--- src/rtl/snes_pkg.sv ---
// Shared constants, state encoding and frame packing for the SNES pad responder.
package snes_pkg;

    localparam int SNES_FRAME_BITS  = 16;
    localparam int SNES_BUTTON_BITS = 12;

    localparam int BTN_B      = 0;
    localparam int BTN_Y      = 1;
    localparam int BTN_SELECT = 2;
    localparam int BTN_START  = 3;
    localparam int BTN_UP     = 4;
    localparam int BTN_DOWN   = 5;
    localparam int BTN_LEFT   = 6;
    localparam int BTN_RIGHT  = 7;
    localparam int BTN_A      = 8;
    localparam int BTN_X      = 9;
    localparam int BTN_L      = 10;
    localparam int BTN_R      = 11;

    typedef enum logic [1:0] {
        ST_IDLE  = 2'd0,
        ST_LOAD  = 2'd1,
        ST_SHIFT = 2'd2,
        ST_DONE  = 2'd3
    } snes_state_t;

    // Active-low wire frame; the four trailing ID bits always read as released.
    function automatic logic [SNES_FRAME_BITS-1:0] snes_frame(
        input logic [SNES_BUTTON_BITS-1:0] buttons
    );
        logic [SNES_FRAME_BITS-1:0] f;
        f              = 16'hFFFF;
        f[BTN_B]       = ~buttons[BTN_B];
        f[BTN_Y]       = ~buttons[BTN_Y];
        f[BTN_SELECT]  = ~buttons[BTN_SELECT];
        f[BTN_START]   = ~buttons[BTN_START];
        f[BTN_UP]      = ~buttons[BTN_UP];
        f[BTN_DOWN]    = ~buttons[BTN_DOWN];
        f[BTN_LEFT]    = ~buttons[BTN_LEFT];
        f[BTN_RIGHT]   = ~buttons[BTN_RIGHT];
        f[BTN_A]       = ~buttons[BTN_A];
        f[BTN_X]       = ~buttons[BTN_X];
        f[BTN_L]       = ~buttons[BTN_L];
        f[BTN_R]       = ~buttons[BTN_R];
        return f;
    endfunction

endpackage

--- src/rtl/snes_sync_edge.sv ---
// Multi-flop synchronizer for an asynchronous pin followed by registered edge pulses.
module snes_sync_edge #(
    parameter int   SYNC_STAGES = 2,
    parameter logic RESET_VAL   = 1'b0
) (
    input  logic core_clock,
    input  logic reset,
    input  logic i_pin,
    output logic o_level,
    output logic o_rise,
    output logic o_fall
);

    logic [SYNC_STAGES-1:0] r_sync;
    logic                   r_prev;
    logic                   r_rise;
    logic                   r_fall;

    // Synchronizer chain, previous-level flop and edge pulses.
    always_ff @(posedge core_clock) begin
        if (reset) begin
            r_sync <= {SYNC_STAGES{RESET_VAL}};
            r_prev <= RESET_VAL;
            r_rise <= 1'b0;
            r_fall <= 1'b0;
        end else begin
            r_sync <= {r_sync[SYNC_STAGES-2:0], i_pin};
            r_prev <= r_sync[SYNC_STAGES-1];
            r_rise <= r_sync[SYNC_STAGES-1] & ~r_prev;
            r_fall <= ~r_sync[SYNC_STAGES-1] & r_prev;
        end
    end

    assign o_level = r_sync[SYNC_STAGES-1];
    assign o_rise  = r_rise;
    assign o_fall  = r_fall;

endmodule

--- src/rtl/snes_controller_responder.sv ---
// Device end of the SNES joypad protocol: answers latch/clock with a 16-bit
// active-low serial button frame.
module snes_controller_responder
    import snes_pkg::*;
#(
    parameter int SYNC_STAGES    = 2,
    parameter int TIMEOUT_CYCLES = 100000
) (
    input  logic        core_clock,
    input  logic        reset,
    input  logic [11:0] i_buttons,
    input  logic        i_controller_latch,
    input  logic        i_controller_clock,
    output logic        o_controller_data,
    output logic        o_frame_done,
    output logic        o_busy
);

    localparam int TW = $clog2(TIMEOUT_CYCLES + 1);

    logic w_latch_level, w_latch_rise, w_latch_fall;
    logic w_clk_level, w_clk_rise, w_clk_fall;
    logic w_unused_clk;

    snes_state_t                r_state;
    logic [SNES_FRAME_BITS-1:0] r_shift;
    logic [4:0]                 r_bit_count;
    logic [TW-1:0]              r_timeout;
    logic                       r_data;
    logic                       r_frame_done;
    logic                       r_busy;

    snes_sync_edge #(.SYNC_STAGES(SYNC_STAGES), .RESET_VAL(1'b0)) u_latch_sync (
        .core_clock (core_clock),
        .reset      (reset),
        .i_pin      (i_controller_latch),
        .o_level    (w_latch_level),
        .o_rise     (w_latch_rise),
        .o_fall     (w_latch_fall)
    );

    // The shift clock idles high, so its synchronizer resets high to avoid a false edge.
    snes_sync_edge #(.SYNC_STAGES(SYNC_STAGES), .RESET_VAL(1'b1)) u_clock_sync (
        .core_clock (core_clock),
        .reset      (reset),
        .i_pin      (i_controller_clock),
        .o_level    (w_clk_level),
        .o_rise     (w_clk_rise),
        .o_fall     (w_clk_fall)
    );

    assign w_unused_clk = w_clk_level ^ w_clk_fall;

    // Protocol FSM with shift register, bit counter, timeout and registered outputs.
    always_ff @(posedge core_clock) begin
        if (reset) begin
            r_state      <= ST_IDLE;
            r_shift      <= 16'hFFFF;
            r_bit_count  <= 5'd0;
            r_timeout    <= {TW{1'b0}};
            r_data       <= 1'b1;
            r_frame_done <= 1'b0;
            r_busy       <= 1'b0;
        end else begin
            r_frame_done <= 1'b0;
            if (w_latch_rise) begin
                // A new latch always restarts the frame, even mid-shift.
                r_state     <= ST_LOAD;
                r_shift     <= snes_frame(i_buttons);
                r_data      <= ~i_buttons[BTN_B];
                r_bit_count <= 5'd0;
                r_timeout   <= {TW{1'b0}};
                r_busy      <= 1'b1;
            end else begin
                case (r_state)
                    ST_IDLE: begin
                        r_data <= 1'b1;
                        if (w_latch_level) begin
                            r_state <= ST_LOAD;
                            r_shift <= snes_frame(i_buttons);
                            r_data  <= ~i_buttons[BTN_B];
                            r_busy  <= 1'b1;
                        end else begin
                            r_busy  <= 1'b0;
                        end
                    end
                    ST_LOAD: begin
                        r_shift <= snes_frame(i_buttons);
                        r_data  <= ~i_buttons[BTN_B];
                        r_busy  <= 1'b1;
                        if (w_latch_fall) begin
                            r_state     <= ST_SHIFT;
                            r_bit_count <= 5'd0;
                            r_timeout   <= {TW{1'b0}};
                        end else begin
                            r_state     <= ST_LOAD;
                        end
                    end
                    ST_SHIFT: begin
                        if (w_clk_rise) begin
                            r_shift     <= {1'b0, r_shift[SNES_FRAME_BITS-1:1]};
                            r_bit_count <= (r_bit_count == 5'd16) ? 5'd16 : r_bit_count + 5'd1;
                            r_timeout   <= {TW{1'b0}};
                            if (r_bit_count == 5'd15) begin
                                r_state      <= ST_DONE;
                                r_frame_done <= 1'b1;
                                r_data       <= 1'b0;
                                r_busy       <= 1'b0;
                            end else begin
                                r_data       <= r_shift[1];
                                r_busy       <= 1'b1;
                            end
                        end else if (r_timeout == TW'(TIMEOUT_CYCLES - 1)) begin
                            r_state <= ST_IDLE;
                            r_data  <= 1'b1;
                            r_busy  <= 1'b0;
                        end else begin
                            r_timeout <= r_timeout + {{(TW-1){1'b0}}, 1'b1};
                            r_data    <= r_shift[0];
                            r_busy    <= 1'b1;
                        end
                    end
                    ST_DONE: begin
                        r_data <= 1'b0;
                        r_busy <= 1'b0;
                    end
                    default: begin
                        r_state <= ST_IDLE;
                        r_data  <= 1'b1;
                        r_busy  <= 1'b0;
                    end
                endcase
            end
        end
    end

    assign o_controller_data = r_data;
    assign o_frame_done      = r_frame_done;
    assign o_busy            = r_busy;

endmodule
--- config.mk ---
export PLATFORM = sky130hd
export DESIGN_NAME = snes_controller_responder
export DESIGN_NICKNAME = d
export VERILOG_FILES = /design/src/rtl/snes_pkg.sv /design/src/rtl/snes_sync_edge.sv /design/src/rtl/snes_controller_responder.sv
export SDC_FILE = /design/constraint.sdc
export NUM_CORES = 1
export LEC_CHECK = 0
export BUFFER_PORTS_ARGS = -buffer_cell sky130_fd_sc_hd__buf_2
export CORE_ASPECT_RATIO = 0.6
export CORE_MARGIN = 3
export CORE_UTILIZATION = 30
export CTS_BUF_LIST = sky130_fd_sc_hd__clkbuf_16
export DETAILED_ROUTE_END_ITERATION = 6
export PLACE_DENSITY = 0.51
export SLEW_MARGIN = 20
export SYNTH_ARGS = -nofsm -noshare
export SYNTH_HDL_FRONTEND = slang
export SYNTH_HIERARCHICAL = 1
export SYNTH_SLANG_ARGS = --single-unit
--- constraint.sdc ---
create_clock -name core_clock -period 2 [get_ports core_clock]
set_input_delay 0.2 -clock core_clock [delete_from_list [all_inputs] [get_ports core_clock]]
set_output_delay 0.2 -clock core_clock [all_outputs]
set_load 0.005 [all_outputs]
==> results_dict.tcl <==
set metrics [dict create \
    n_fill_cell 826 \
    syn-cell-area_sq_um 2500 \
    die_area_sq_um 9500 \
    antenna_left 0 \
    grt_pass1_wl_um 9970 \
    finalWirelength_um 6090 \
    grt_max_degree 26 \
    drive_gt1_share_pct 22.4 \
    seqCellArea_sq_um 1040 \
    finalHoldViolations 0 \
    rows 25 \
    max_slew_margin_pct 63.6 \
    num_vias 2151 \
    ctsLongestPathBuffers 2 \
    cts_tree "done" \
    fmax_ghz 0.534 \
    fin_total_pwr_uw 2640 \
    place_hpwl_um 4630 \
    drtIter0Drc 131 \
    powerDensity_nw_per_um2 865 \
    drt-vias-per-instance 5.11 \
    switching_power_uw 752 \
    synth_cells 283 \
    port-buffer-count 18 \
    final_area_sq_um 3050 \
    ir_worst_vdd_uv 338 \
    pwr-share-comb_pct 21.2 \
    worstMarginPinSlew_ns 0.541 \
    yosysWarnings 6 \
    rrSetupSlack_ns 0.13 \
    tns_ns 0 \
    worst-setup-path-type "reg -> reg" \
    r2r-start "r_state[1]$_SDFFE_PP0P_" \
    core_area_sq_um 7980 \
    place_congestion 0.887 \
    die_h_um 76.7 \
    numCtsBuffers 5 \
    slew_viol_final 0 \
    worstSetupEndpointType "flop" \
    grt_pass1_vias 1907 \
    post-route-min-period_ns 1.87 \
    syn_to_final_growth_pct 22.1 \
    initial_utilization_pct 31.4 \
    maxCapViolations 0 \
    clkTransAtPathRegs_ns 0.07 \
    internal-power_uw 1890 \
    grt-ovfl-total 0 \
    period_share_pct 93.7 \
    syn_nets 307 \
    drc 0 \
    die_x_um 124 \
    arrival_ns 2.11 \
    rsz0062_at_grt "no" \
    setup_viol 0 \
    clk_latency_ns 0.29 \
    crit_fanout 4 \
    avgSynthCellArea_sq_um 8.84 \
    whs_endpoint "u_clock_sync/r_sync[0]$_SDFF_PP1_" \
    hold_path_class "in -> reg" \
    multi_input_area_sq_um 1400 \
    diodes 0 \
    hp-start "i_controller_clock" \
    required_ns 2.24 \
    path_cells "inv_1 > ha_2 > mux2i_4 > or2_2 > buf_4 > or4_1 > nand2_1" \
    drt-pass1-iter-count 4 \
    pin_count 19 \
    holdBufCountCts 0 \
    p_sw_share_pct 28.5 \
    hold_depth 2 \
    antenna_found_initial 0 \
    clock-root-buffer "clkbuf_16" \
    max_stage_delay_ns 0.39 \
    track_usage_pct 13.4 \
    r2r-end "r_timeout[9]$_SDFFE_PP0P_" \
    r2r_cells 7 \
    wl_per_cell_um 14.5 \
    leakagePower_uw 0.00111 \
    placed_area_sq_um 2870 \
    power_frac_seq_pct 45.9 \
    cts_num_sinks 52 \
    power.share.clock_pct 32.9 \
    skew_ns 0.00558 \
    htreeDepth 2 \
    outcome "finished, final reports clean" \
    crit_path_start_kind "flop" \
    finalNetCount 336 \
    worst_path_max_delay_cell "or4_1" \
]
[metal layers]
metal	global-route usage, %	wire length, um	up-vias
li1	-	-	1105
met2	15.4	2220	45
met1	23.0	3520	999
met3	3.46	322	2
met5	0	0	-
met4	2.98	28	0
[layout make-up]
cell class,instances,area share [%]
well taps,108,4.42
multi-input cells,204,45.8
clock inverters,3,0.860
flip-flops and latches,52,34.2
repair buffers,40,9.59
clock buffers,5,4.10
inverters,9,1.11
[flip-flops by register name, summed over array words and instances, names as in the netlist]
| name | cells |
|---|---|
| r_timeout | 17 |
| r_shift | 16 |
| r_bit_count | 5 |
| r_state | 2 |
| u_clock_sync/r_sync | 2 |
| u_latch_sync/r_sync | 2 |
| o_busy | 1 |
| o_controller_data | 1 |
| o_frame_done | 1 |
| u_clock_sync/o_rise | 1 |
| u_clock_sync/r_prev | 1 |
| u_latch_sync/o_fall | 1 |
| u_latch_sync/o_rise | 1 |
| u_latch_sync/r_prev | 1 |
[power by group through the flow]
stage	logic (uW)	registers, uW	clock network, uW
after floorplan	378	1220	0
after global placement	539	1230	0
after detailed placement	548	1230	0
after CTS	550	1210	903
after global routing	614	1230	950
final	560	1210	869
[cells in the final DEF (no fill, tap or decap), types with 4 or more instances in the layout]
cell type	instances
dfxtp_1	50
nand4_1	7
buf_2	18
inv_1	9
a211o_1	12
buf_4	19
nor3b_1	5
nand2_1	35
or4_1	5
clkbuf_16	5
nand3_1	8
ha_1	6
nor3_1	7
o21ai_0	8
nor2b_1	5
or2_2	5
nand2b_1	4
a21oi_1	8
o211ai_1	6
a211oi_1	11
mux2i_1	4
nor2_1	19
[per-stage QoR]
step	utilization (%)	hold WS, ns	setup WS (ns)	std cells
global placement	35.9	0.384	0.0753	412
detailed placement	35.9	0.387	0.0371	412
CTS	37.8	0.0908	0.0250	420
finish	38.3	0.0927	0.127	421
global route	38.3	0.0810	0.00604	421
floorplan	-	0.272	0.00501	283
[critical path: cells and delay by family, from the launching register on]
| family | cells | cell delay, ns |
|---|---|---|
| buf+inv | 2 | 0.23 |
| mux | 1 | 0.21 |
| simple gates | 3 | 0.82 |
| flops | 1 | 0.36 |
| fa+ha+maj | 1 | 0.21 |
[timing repair]
item,4_1_cts,5_1_grt
setup buffers,0,1
gates resized for setup,0,9
setup endpoints to repair,0,30
[how the worst max path moves through the flow]
stage	from	end	slack, ns	cells past startpoint
after floorplan	r_state[1]$_SDFFE_PP0P_	r_timeout[5]$_SDFFE_PP0P_	0.005	8
after global placement	r_state[1]$_SDFFE_PP0P_	r_timeout[5]$_SDFFE_PP0P_	0.08	6
after detailed placement	r_state[0]$_SDFFE_PP0P_	r_timeout[7]$_SDFFE_PP0P_	0.04	7
after CTS	r_state[0]$_SDFFE_PP0P_	r_timeout[7]$_SDFFE_PP0P_	0.02	7
after global routing	r_timeout[0]$_SDFFE_PP0P_	r_state[1]$_SDFFE_PP0P_	0.006	5
final	r_state[1]$_SDFFE_PP0P_	r_timeout[9]$_SDFFE_PP0P_	0.13	7
(Power assumes the default switching activity.)
